`src/rtl/bw_clk_sync_pulse_multi.sv`:
```
// rtl/bw_clk_sync_pulse_multi.sv - multi-channel async-input synchronizer with edge/level output,
// saturating per-channel pulse counters and a scan chain over the sync/edge/output flops.
module bw_clk_sync_pulse_multi #(
  parameter int NCH   = 4,
  parameter int DEPTH = 2,
  parameter int CW    = 8
) (
  input  logic              rclk,
  input  logic              reset,
  input  logic [NCH-1:0]    async_in,
  input  logic [NCH-1:0]    ch_en,
  input  logic [NCH-1:0]    mode_lvl,
  input  logic              cnt_clr,
  input  logic              si,
  input  logic              se,
  output logic [NCH-1:0]    sync_out,
  output logic [NCH*CW-1:0] pulse_cnt,
  output logic              so
);

  // Per channel the chain holds: stage0..stage DEPTH-1, edge flop, sync_out flop.
  localparam int SLEN = DEPTH + 2;
  localparam int CLEN = NCH * SLEN;
  localparam logic [CW-1:0] CNT_ONE = CW'(1);
  localparam logic [CW-1:0] CNT_MAX = {CW{1'b1}};

  logic [CLEN-1:0]   chain_q, chain_d;
  logic [NCH*CW-1:0] cnt_q, cnt_d;
  logic [NCH-1:0]    lvl_q, lvl_d;

  logic [NCH-1:0] s_last, edge_prev, out_prev, out_nxt, inc;

  for (genvar g = 0; g < NCH; g++) begin : g_ch
    assign s_last[g]    = chain_q[g*SLEN + DEPTH - 1];
    assign edge_prev[g] = chain_q[g*SLEN + DEPTH];
    assign out_prev[g]  = chain_q[g*SLEN + DEPTH + 1];
    assign out_nxt[g]   = ch_en[g] & s_last[g] & (mode_lvl[g] | ~edge_prev[g]);
    // lvl_q remembers last cycle's mode so an edge->level switch alone never counts.
    assign inc[g]       = mode_lvl[g] ? (out_nxt[g] & ~out_prev[g] & lvl_q[g]) : out_nxt[g];
    assign sync_out[g]  = out_prev[g];
  end

  always_comb begin
    chain_d = chain_q;
    cnt_d   = cnt_q;
    lvl_d   = mode_lvl;
    if (se) begin
      chain_d = {chain_q[CLEN-2:0], si};
    end else begin
      for (int i = 0; i < NCH; i++) begin
        chain_d[i*SLEN] = async_in[i];
        for (int k = 1; k < DEPTH; k++) begin
          chain_d[i*SLEN + k] = chain_q[i*SLEN + k - 1];
        end
        chain_d[i*SLEN + DEPTH]     = s_last[i];
        chain_d[i*SLEN + DEPTH + 1] = out_nxt[i];
        if (cnt_clr) begin
          cnt_d[i*CW +: CW] = inc[i] ? CNT_ONE : '0;
        end else if (inc[i] && (cnt_q[i*CW +: CW] != CNT_MAX)) begin
          cnt_d[i*CW +: CW] = cnt_q[i*CW +: CW] + CNT_ONE;
        end
      end
    end
  end

  always_ff @(posedge rclk or posedge reset) begin
    if (reset) begin
      chain_q <= '0;
      cnt_q   <= '0;
      lvl_q   <= '0;
    end else begin
      chain_q <= chain_d;
      cnt_q   <= cnt_d;
      lvl_q   <= lvl_d;
    end
  end

  assign pulse_cnt = cnt_q;
  assign so        = chain_q[CLEN-1];

endmodule
```
`config.mk`:
```
export PLATFORM = sky130hd
export DESIGN_NAME = bw_clk_sync_pulse_multi
export DESIGN_NICKNAME = d
export VERILOG_FILES = /design/src/rtl/bw_clk_sync_pulse_multi.sv
export SDC_FILE = /design/constraint.sdc
export NUM_CORES = 1
export LEC_CHECK = 0
export ABC_AREA = 1
export BUFFER_PORTS_ARGS = -buffer_cell sky130_fd_sc_hd__buf_2
export CORE_ASPECT_RATIO = 2
export CORE_MARGIN = 4
export CORE_UTILIZATION = 50
export CTS_CLUSTER_SIZE = 14
export DETAILED_ROUTE_END_ITERATION = 12
export HOLD_SLACK_MARGIN = 0.06
export PLACE_DENSITY = 0.79
export SETUP_SLACK_MARGIN = 0.2
export SLEW_MARGIN = 20
export SYNTH_ARGS = -nofsm -noshare
export SYNTH_HDL_FRONTEND = slang
export SYNTH_SLANG_ARGS = --single-unit
```
`constraint.sdc`:
```
create_clock -name rclk -period 1.4 [get_ports rclk]
set_clock_uncertainty 0.1 [all_clocks]
set_input_delay 0.07 -clock rclk [delete_from_list [all_inputs] [get_ports rclk]]
set_output_delay 0.07 -clock rclk [all_outputs]
set_load 0.02 [all_outputs]
```
== Yosys cells after proc, flatten, opt, wreduce, memory -nomap -nowiden ==
Index checks and enable logic that the tools add are counted.
Word-level totals
  flip-flop bits (word level): 52
  bits of input ports: 17
  output and inout port bits: 37
  logic and storage cells: 72
Operators by class
  add/subtract/negate cells: 4
  eq/ne operators: 4
  multiplexer cells: 17
  bitwise operators: 29
  reductions and logical operators: 12
Operator list (number)
  $mux 8: 8
  $add 8x1->8 const B: 4
  $ne 8x8->1 const B: 4
  $and 1x1->1: 16
  $mux 16: 1
  $not 1->1: 9
  $mux 1: 8
  $reduce_and 2->1: 4
  $reduce_bool 2->1: 4
  $logic_and 1x1->1: 4
  $or 1x1->1: 4

== Depth between registers and ports, before layout ==
Gate-level depths: netlist (run 1).
  word-level depth: 9
  mapped depth: 9
  mapped depth without buffers: 9

== Worst setup path after synthesis (run 1) ==
No wires, ideal clock.
  kind: register to register
  from: register cnt_q[24], in the netlist pulse_cnt[24]
  to: register cnt_q[31], in the netlist pulse_cnt[31]
  library setup time: 117 ps
  arrival time: 1353 ps
  required time: 1183 ps
  setup slack: -170 ps
  stages on the path, launching flop included: 10
  buffers on the path: 0
  path through: dfrtp_1 -> ha_1 -> nand3_2 -> clkinv_1 -> nand2_1 -> nand3_2 -> nand2_4 -> nand2_4 -> nand2_1 -> nand2_1
Between the ends
  cells in the longest elaborated chain, start to end: 4
  elaborated cells on any way between the ends: 7
  those cells by class: add/sub (1); eq/ne (1); mux (2); reduce/logical (3)
Ends and longest elaborated chain
  start, declared: line 28  | logic [NCH*CW-1:0] cnt_q, cnt_d;
  start signal, assigned: line 73  | cnt_q <= cnt_d;
  parallel branches: the longest is 4 deep, another holds $add 8x1->8
Several ways; the timed one is not identified. The select of a mux whose other input is x is not followed.
A chain may end at the register's enable or synchronous reset.

== Worst setup path in the final report (run 1) ==
  from: register cnt_q[17], in the netlist pulse_cnt[17]
  to: register cnt_q[19], in the netlist pulse_cnt[19]
Same word-level chain as after synthesis.

==> out/metrics.csv, run 1 <==
metric,value,unit
via count,3035,
Worst Path Max Fanout,8,
endpoints failing setup,32,
H-tree levels,2,
"Arr. time, crit path",1.57,ns
met1 usage,25.2,%
status,"complete, but fails checks",
Worst-Margin Slew,0.292,ns
crit-path cells,ha_4 > nand2_4 > nor2_4 > nand2_2 > nand3_2 > nand2_4 > nand2_8 > nand2_2 > nand2_2,
initial drt markers,215,
DRC Markers,0,
Hold Path Class,in -> reg,
clk_lat worst skew,0.29,ns
layout cells sized above 1,35.7,%
Startpoint Class,flip-flop,
ANT cells,0,
Slew HR,80.4,%
CTS root buffer,clkbuf_16,
busiest grt layer,met2,
Starting Density,51.1,%
mean post-synth cell area,7.33,um^2
syn nets,416,
"Warnings, synthesis",0,
met3 Use GR,4.01,%
failing checks,negative setup slack,
"area leader, netlist",dfrtp_1,
Final Cycle Share,106,%
Highest Clock Rate,674,MHz
setup TNS,-1.64,ns
via/cell ratio,5.45,
Netlist Area Pre-Place,0.00289,mm^2
antenna violations before repair,0,
largest net degree at the start of global routing,53,
grt met2 use,44.6,%
total CTS buffers,5,
Max clock buf depth,2,
Tmin final,1.48,ns
nets,516,
"antenna viol nets, final",0,
dpl cells,522,
pwr dens,958,mW/mm^2
global-route wire length before repair,13200,um
"slowest stage delay, CP",0.43,ns
gpl congestion,0.871,
hpwl dp,5070,um
vias in the first global route,2992,
Mapped Cells,395,
Die W,61.8,um
core area,0.00566,mm^2
Area contributors post-synth,"dfrtp_1 (45%), nand2_1 (20%), nand3_1 (7.6%), nor2_1 (7.0%), inv_1 (3.1%)",
TritonCTS clock tree,yes,
Sink Count,52,
sequential-to-total area share from yosys stat,45.0,%
Final Worst Setup Slack,-0.0838,ns
Total GRT Usage,24.5,%
WHS,0.0771,ns
Yosys reg bits,52,
Routed WL,8250,um
top-area cell type share of the netlist area,45.0,%
final count of pins violating max slew,0,
unrepaired setup endpoints after global routing,yes,
Fin. Hold Viols,0,
Die Area,0.00714,mm^2
Routed wire per std cell,14.8,um
most frequent cells in the layout,"nand2_1 (127), nor2_1 (52), buf_2 (43)",
Cell Rows,39,
"most common cell after layout, fill and taps aside",nand2_1,
Worst-path clk slew,0.07,ns
IO Pins,54,
WS Path Type,reg -> reg,
Lkg Pwr,2.09,nW
Worst EP required,1.49,ns
port bufs,53,
Critical-path top delay cell,dfrtp_2,
Syn-to-layout area delta,42.2,%
Max-Cap Viols,0,
Yosys cell types,25,
crit-path most repeated cell,nand2_2,
gr ovfl total,0,
peak supply drop,1.19,mV
Non-Filler Instances,557,
Die H,116,um
TritonRoute pass-1 iters,5,
Setup crit end kind,flip-flop,
synth_stat cells (all sizes together):
master	count
nand2	167
nor2	58
dfrtp	52
nand3	49
inv	25
buf	10
a21oi	9
o21ai	8
ha	4
nand3b	4
clkbuf	2
o21a	2
xnor2	2
clkinv	1
nor3b	1
xor2	1
where the power goes:
part	internal, mW	switching [mW]	leakage, nW	total, mW
Sequential	1.62	0.112	0.666	1.73
Combinational	0.448	0.563	1.36	1.01
Clock	0.662	0.533	0.0679	1.20
Total	2.73	1.21	2.09	3.94
cells by family after synthesis:
group	Yosys count	synth area share (%)
xor gates and xnor gates	3	0.908
DFF	52	45.0
adders and majority gates	4	1.73
buffers and inverters	38	6.14
and+or+nand+nor	279	42.7
AOI/OAI and AO/OA	19	3.59
flip-flops by register name, summed over array words and instances (netlist names):
register	flops
lvl_q	4
chain_q	16
pulse_cnt	32
final cells by class:
cell class | instances | area, um^2
multi-input combinational | 307 | 1680
clock buffer | 7 | 133
clock inverter | 1 | 5.00
sequential | 52 | 1320
timing repair buffer | 103 | 791
inverter | 26 | 109
fill | 425 | 1550
tap | 61 | 76.3
through the flow:
stage	utilization, %	power (mW)	setup WS, ns	instance area, um^2
finish	72.7	3.94	-0.0838	4110
CTS	68.6	3.82	-0.0403	3880
detailed placement	61.0	2.52	-0.0587	3450
floorplan	-	2.21	-0.0494	2970
global placement	61.0	2.50	-0.0177	3450
global route	72.7	4.12	-0.136	4110
path summary, 6_finish.rpt:
check / start / end / slack [ns] / cells after the start
min in group asynchronous: reset / pulse_cnt[23] / 0.33 / 4
hold / removal: ch_en[3] / chain_q[15] / 0.08 / 5
setup reg to reg: pulse_cnt[17] / pulse_cnt[19] / -0.08 / 9
setup / recovery: pulse_cnt[17] / pulse_cnt[19] / -0.08 / 9
hold reg to reg: chain_q[8] / chain_q[9] / 0.24 / 0
max in group asynchronous: reset / pulse_cnt[9] / 0.60 / 4
repair_timing:
item | CTS | global route
gates cloned | 2 | 0
hold endpoints to repair | 60 | 0
pin swaps | 13 | 16
hold buffers | 11 | 0
setup endpoints to repair | 39 | 44
buffers inserted | 10 | 4
resized for setup | 22 | 62
routing by layer:
layer	vias to the layer above	part of all wire [%]
met4	0	4.2
li1	1434	-
met2	102	56
met5	-	0
met1	1466	36
met3	33	4.6
worst max-delay path, delay by kind of cell, from the launching register on:
kind | cells | cell delay (ns)
flops | 1 | 0.43
fa+ha+maj | 1 | 0.17
simple gates | 8 | 0.67
(Power assumes the default switching activity.)
==> inputs of run 2 (changes only) <==
--- a/config.mk
+++ b/config.mk
@@ -13,7 +13,7 @@
 export CTS_CLUSTER_SIZE = 14
 export DETAILED_ROUTE_END_ITERATION = 12
 export HOLD_SLACK_MARGIN = 0.06
-export PLACE_DENSITY = 0.79
+export PLACE_DENSITY = 0.76
 export SETUP_SLACK_MARGIN = 0.2
 export SLEW_MARGIN = 20
 export SYNTH_ARGS = -nofsm -noshare
==> constraint.sdc (replaced) <==
create_clock -name rclk -period 1.66 [get_ports rclk]
set_clock_uncertainty 0.1 [all_clocks]
set_input_delay 0.083 -clock rclk [delete_from_list [all_inputs] [get_ports rclk]]
set_output_delay 0.083 -clock rclk [all_outputs]
set_load 0.02 [all_outputs]
==> out/metrics.csv, run 2 (synthesis gave the netlist of run 1 again) <==
metric,value,unit
status,"finished, final reports clean",
Max-Cap Viols,0,
Worst EP required,1.75,ns
Highest Clock Rate,666,MHz
Final Worst Setup Slack,0.158,ns
H-tree levels,2,
most frequent cells in the layout,"nand2_1 (128), buf_2 (53), nor2_1 (52)",
WS Path Type,reg -> reg,
crit-path cells,ha_4 > nand2_4 > nor2_4 > buf_4 > xnor2_1 > nor2_1 > nand3_1 > nand2_2,
global-route wire length before repair,12300,um
via count,2849,
Max clock buf depth,2,
clk_lat worst skew,0.29,ns
fill cell count,479,
power share of the clock group,30.6,%
antenna violations before repair,0,
TritonRoute pass-1 iters,5,
pre-CTS setup slack,0.109,ns
Die Area,0.00714,mm^2
Routed wire per std cell,14.2,um
peak supply drop,0.930,mV
TritonCTS clock tree,yes,
IO Pins,54,
Net Sw Power,0.968,mW
initial drt markers,112,
"antenna viol nets, final",0,
Die H,116,um
Total GRT Usage,22.8,%
Worst-Margin Slew,0.518,ns
Critical-path top delay cell,dfrtp_2,
Syn-to-layout area delta,32.9,%
Gate power share,23.3,%
"slowest stage delay, CP",0.43,ns
nets,501,
hpwl dp,4870,um
"Arr. time, crit path",1.59,ns
Routed WL,7670,um
Buf/Inv on CP,1,
Final Cycle Share,90.5,%
DRC Markers,0,
via/cell ratio,5.29,
Reg area,0.00132,mm^2
Die W,61.8,um
ANT cells,0,
switching share of total power,30.5,%
layout cells sized above 1,32.2,%
Setup crit end kind,flip-flop,
Worst-path clk slew,0.07,ns
setup TNS,0,ns
Startpoint Class,flip-flop,
"CP delay by family, top",flip-flops,
Multi-input gate area,0.00162,mm^2
CTS root buffer,clkbuf_16,
"most common cell after layout, fill and taps aside",nand2_1,
Fin. Hold Viols,0,
max FFs per register,32,
Int Pwr,2.21,mW
Starting Density,51.1,%
pwr dens,825,mW/mm^2
unrepaired setup endpoints after global routing,yes,
final count of pins violating max slew,0,
vias in the first global route,2818,
Cell Rows,39,
Flop pwr share,46.0,%
Sink Count,52,
core area,0.00566,mm^2
total CTS buffers,5,
Layout Utilization,68.0,%
gpl congestion,0.883,
Worst Path Max Fanout,3,
Hold Path Class,in -> reg,
gr ovfl total,0,
largest net degree at the start of global routing,34,
Lkg Pwr,1.97,nW
endpoints failing setup,0,
Tmin final,1.50,ns
Slew HR,65.4,%
port bufs,53,
-- run 2: final timing paths --
kind                                from       endpoint  slack, ns  cells after the start
setup / recovery           pulse_cnt[16]  pulse_cnt[20]       0.16                      8
hold / removal                  ch_en[1]     chain_q[7]       0.06                      5
setup reg to reg           pulse_cnt[16]  pulse_cnt[20]       0.16                      8
hold reg to reg               chain_q[0]     chain_q[1]       0.25                      0
max in group asynchronous          reset   pulse_cnt[5]       0.66                      4
min in group asynchronous          reset  pulse_cnt[22]       0.27                      3
-- run 2: worst min-delay path, delay by kind of cell --
kind                   cells  cell delay (ns)
buffers and inverters      1             0.09
AOI/OAI and AO/OA          1             0.06
and+or+nand+nor            3             0.17
-- run 2: metal layers --
layer	track usage (%)	wire length, um	share of wire, %
met5	0	0	0
met2	42.3	4350	57
met3	3.46	240	3.1
met1	24.1	2900	38
met4	9.21	184	2.4
-- run 2: power groups by stage --
stage	combinational, mW	clock, mW	sequential, mW
3_3_place_gp	0.500	0	1.50
5_1_grt	0.821	1.04	1.47
4_1_cts	0.693	0.979	1.46
3_5_place_dp	0.515	0	1.51
6_report	0.741	0.972	1.46
2_1_floorplan	0.296	0	1.55
-- run 2: final cells by class --
| class | instances | share of cell area, % |
|---|---|---|
| multi-input combinational | 307 | 42.1 |
| sequential | 52 | 34.3 |
| inverter | 26 | 2.83 |
| clock buffer | 5 | 3.25 |
| tap | 61 | 1.98 |
| timing repair buffer | 88 | 15.5 |
-- run 2: timing repair --
action	CTS	global route
hold endpoints to repair	29	0
buffers inserted	14	5
resized for setup	12	44
pin swaps	5	18
hold buffers	13	0
gates cloned	2	0
setup endpoints to repair	32	32
-- run 2: through the flow --
| step | instances | hold slack (ns) | instance area (um^2) | total power, mW |
|---|---|---|---|---|
| after floorplan | 395 | 0.0144 | 2940 | 1.85 |
| after global placement | 500 | 0.0396 | 3240 | 2.00 |
| after detailed placement | 500 | 0.0452 | 3240 | 2.02 |
| after CTS | 534 | 0.0735 | 3680 | 3.13 |
| after global routing | 539 | 0.0951 | 3850 | 3.33 |
| final | 539 | 0.0650 | 3850 | 3.17 |
==> inputs of run 3 (changes only) <==
--- a/config.mk
+++ b/config.mk
@@ -12,6 +12,7 @@
 export CORE_UTILIZATION = 50
 export CTS_CLUSTER_SIZE = 14
 export DETAILED_ROUTE_END_ITERATION = 12
+export GPL_TIMING_DRIVEN = 0
 export HOLD_SLACK_MARGIN = 0.06
 export PLACE_DENSITY = 0.76
 export SETUP_SLACK_MARGIN = 0.2
==> out/metrics.csv, run 3 (synthesis gave the netlist of run 1 again) <==
metric,value,unit
Routed WL,8140,um
Final Power,3.29,mW
Slew HR,58.0,%
Max clock buf depth,2,
Worst Hold Path EP,chain_q[3],
"CP delay by family, top",simple AND/OR/NAND/NOR gates,
R2R Path End,pulse_cnt[20],
DRC Markers,0,
Buf/Inv on CP,1,
Lkg Pwr,2.02,nW
final count of pins violating max slew,0,
Tmin final,1.46,ns
port bufs,53,
antenna violations before repair,0,
Starting Density,51.1,%
hpwl dp,5170,um
Fin. Hold Viols,0,
gr ovfl total,0,
Hold Path Depth,5,
worst hold path startpoint,ch_en[0],
"reg-to-reg slack, setup",0.20,ns
total CTS buffers,5,
global-route wire length before repair,13000,um
Startpoint Class,flip-flop,
gpl congestion,0.870,
Worst Path Max Fanout,5,
status,"finished, final reports clean",
Max-Cap Viols,0,
reg2reg path depth,9,
setup TNS,0,ns
unrepaired setup endpoints after global routing,yes,
peak supply drop,0.915,mV
Die W,61.8,um
Worst-Margin Slew,0.629,ns
Sink Count,52,
Critical R2R Launch,pulse_cnt[17],
vias in the first global route,2916,
crit-path cells,ha_4 > nand2_4 > nor2_4 > nand2_2 > nand3_2 > nand2_4 > buf_12 > nand3_2 > nand2_1,
TritonCTS clock tree,yes,
max FFs per register,32,
Hold Path Class,in -> reg,
"most common cell after layout, fill and taps aside",nand2_1,
layout cells sized above 1,33.4,%
nets,508,
Routed wire per std cell,14.8,um
clk_lat worst skew,0.29,ns
core area,0.00566,mm^2
Cell Rows,39,
"antenna viol nets, final",0,
TritonRoute pass-1 iters,4,
endpoints failing setup,0,
Worst EP required,1.75,ns
WHS,0.0833,ns
Syn-to-layout area delta,36.6,%
Setup crit end kind,flip-flop,
ANT cells,0,
Total GRT Usage,24.2,%
most frequent cells in the layout,"nand2_1 (130), buf_2 (55), nor2_1 (51)",
Final Cycle Share,88.1,%
"Arr. time, crit path",1.55,ns
CTS root buffer,clkbuf_16,
pwr dens,834,mW/mm^2
via count,2928,
Die H,116,um
Die Area,0.00714,mm^2
Critical-path top delay cell,dfrtp_2,
WS Path Type,reg -> reg,
via/cell ratio,5.33,
IO Pins,54,
H-tree levels,2,
"slowest stage delay, CP",0.39,ns
largest net degree at the start of global routing,35,
Highest Clock Rate,684,MHz
Worst-path clk slew,0.07,ns
initial drt markers,143,
[run 3: cell types whose count changed in the layout (fill, tap and decap cells not counted), moves of 2 or more]
cell | before | now
nand3_4 | 1 | 3
nor2_2 | 3 | 5
clkbuf_1 | 0 | 4
nand2_1 | 128 | 130
buf_2 | 53 | 55
nand2_8 | 3 | 5
nand3_2 | 4 | 7
nand3_1 | 44 | 39
nand2_4 | 10 | 8
buf_4 | 17 | 20
[run 3: stage by stage]
| stage | instances | setup slack [ns] | cell area, um^2 | utilization (%) |
|---|---|---|---|---|
| 2_1_floorplan | 395 | 0.200 | 2940 | - |
| 3_3_place_gp | 509 | 0.130 | 3280 | 57.9 |
| 3_5_place_dp | 510 | 0.0997 | 3300 | 58.2 |
| 4_1_cts | 545 | 0.200 | 3720 | 65.6 |
| 5_1_grt | 549 | 0.125 | 3950 | 69.8 |
| 6_report | 549 | 0.198 | 3950 | 69.8 |
[run 3: final cells by class]
| cell class | count | area, um^2 |
|---|---|---|
| Clock buffer | 8 | 146 |
| Timing Repair Buffer | 82 | 544 |
| Fill cell | 481 | 1710 |
| Inverter | 26 | 109 |
| Buffer | 12 | 81.3 |
| Tap cell | 61 | 76.3 |
| Sequential cell | 52 | 1320 |
| Multi-Input combinational cell | 308 | 1680 |
[run 3: timing repair]
item,CTS,global route
cloned,3,0
gates resized for setup,7,57
pin swaps,9,18
endpoints found under the setup margin,32,34
buffers inserted,11,4
hold endpoints to repair,27,0
hold buffers,13,0
[run 3: worst max-delay path by stage]
stage                   from             to  slack, ns  depth (start not counted)
2_1_floorplan   pulse_cnt[0]   pulse_cnt[7]       0.20                          9
3_3_place_gp   pulse_cnt[16]  pulse_cnt[23]       0.13                          9
3_5_place_dp   pulse_cnt[16]  pulse_cnt[20]        0.1                          9
4_1_cts         pulse_cnt[8]  pulse_cnt[11]       0.20                          9
5_1_grt          mode_lvl[3]  pulse_cnt[26]       0.12                          9
6_report       pulse_cnt[17]  pulse_cnt[20]       0.20                          9
[run 3: worst reg2reg max path, cell delays in order, from the launching register on]
cell     delay, ns
dfrtp_2       0.39
ha_4          0.15
nand2_4       0.06
nor2_4        0.12
nand2_2       0.07
nand3_2       0.08
nand2_4       0.10
buf_12        0.16
nand3_2       0.06
nand2_1       0.05
[run 3: metal layers]
layer / routed length (um) / track usage [%]
met5: 0 / 0
met4: 182 / 9.77
met3: 327 / 4.01
met2: 4570 / 43.2
met1: 3050 / 27.3
[run 3: report_power, final]
group | switching, mW | total (mW) | internal (mW)
Clock | 0.459 | 1.06 | 0.603
Combinational | 0.456 | 0.775 | 0.319
Sequential | 0.0919 | 1.46 | 1.37
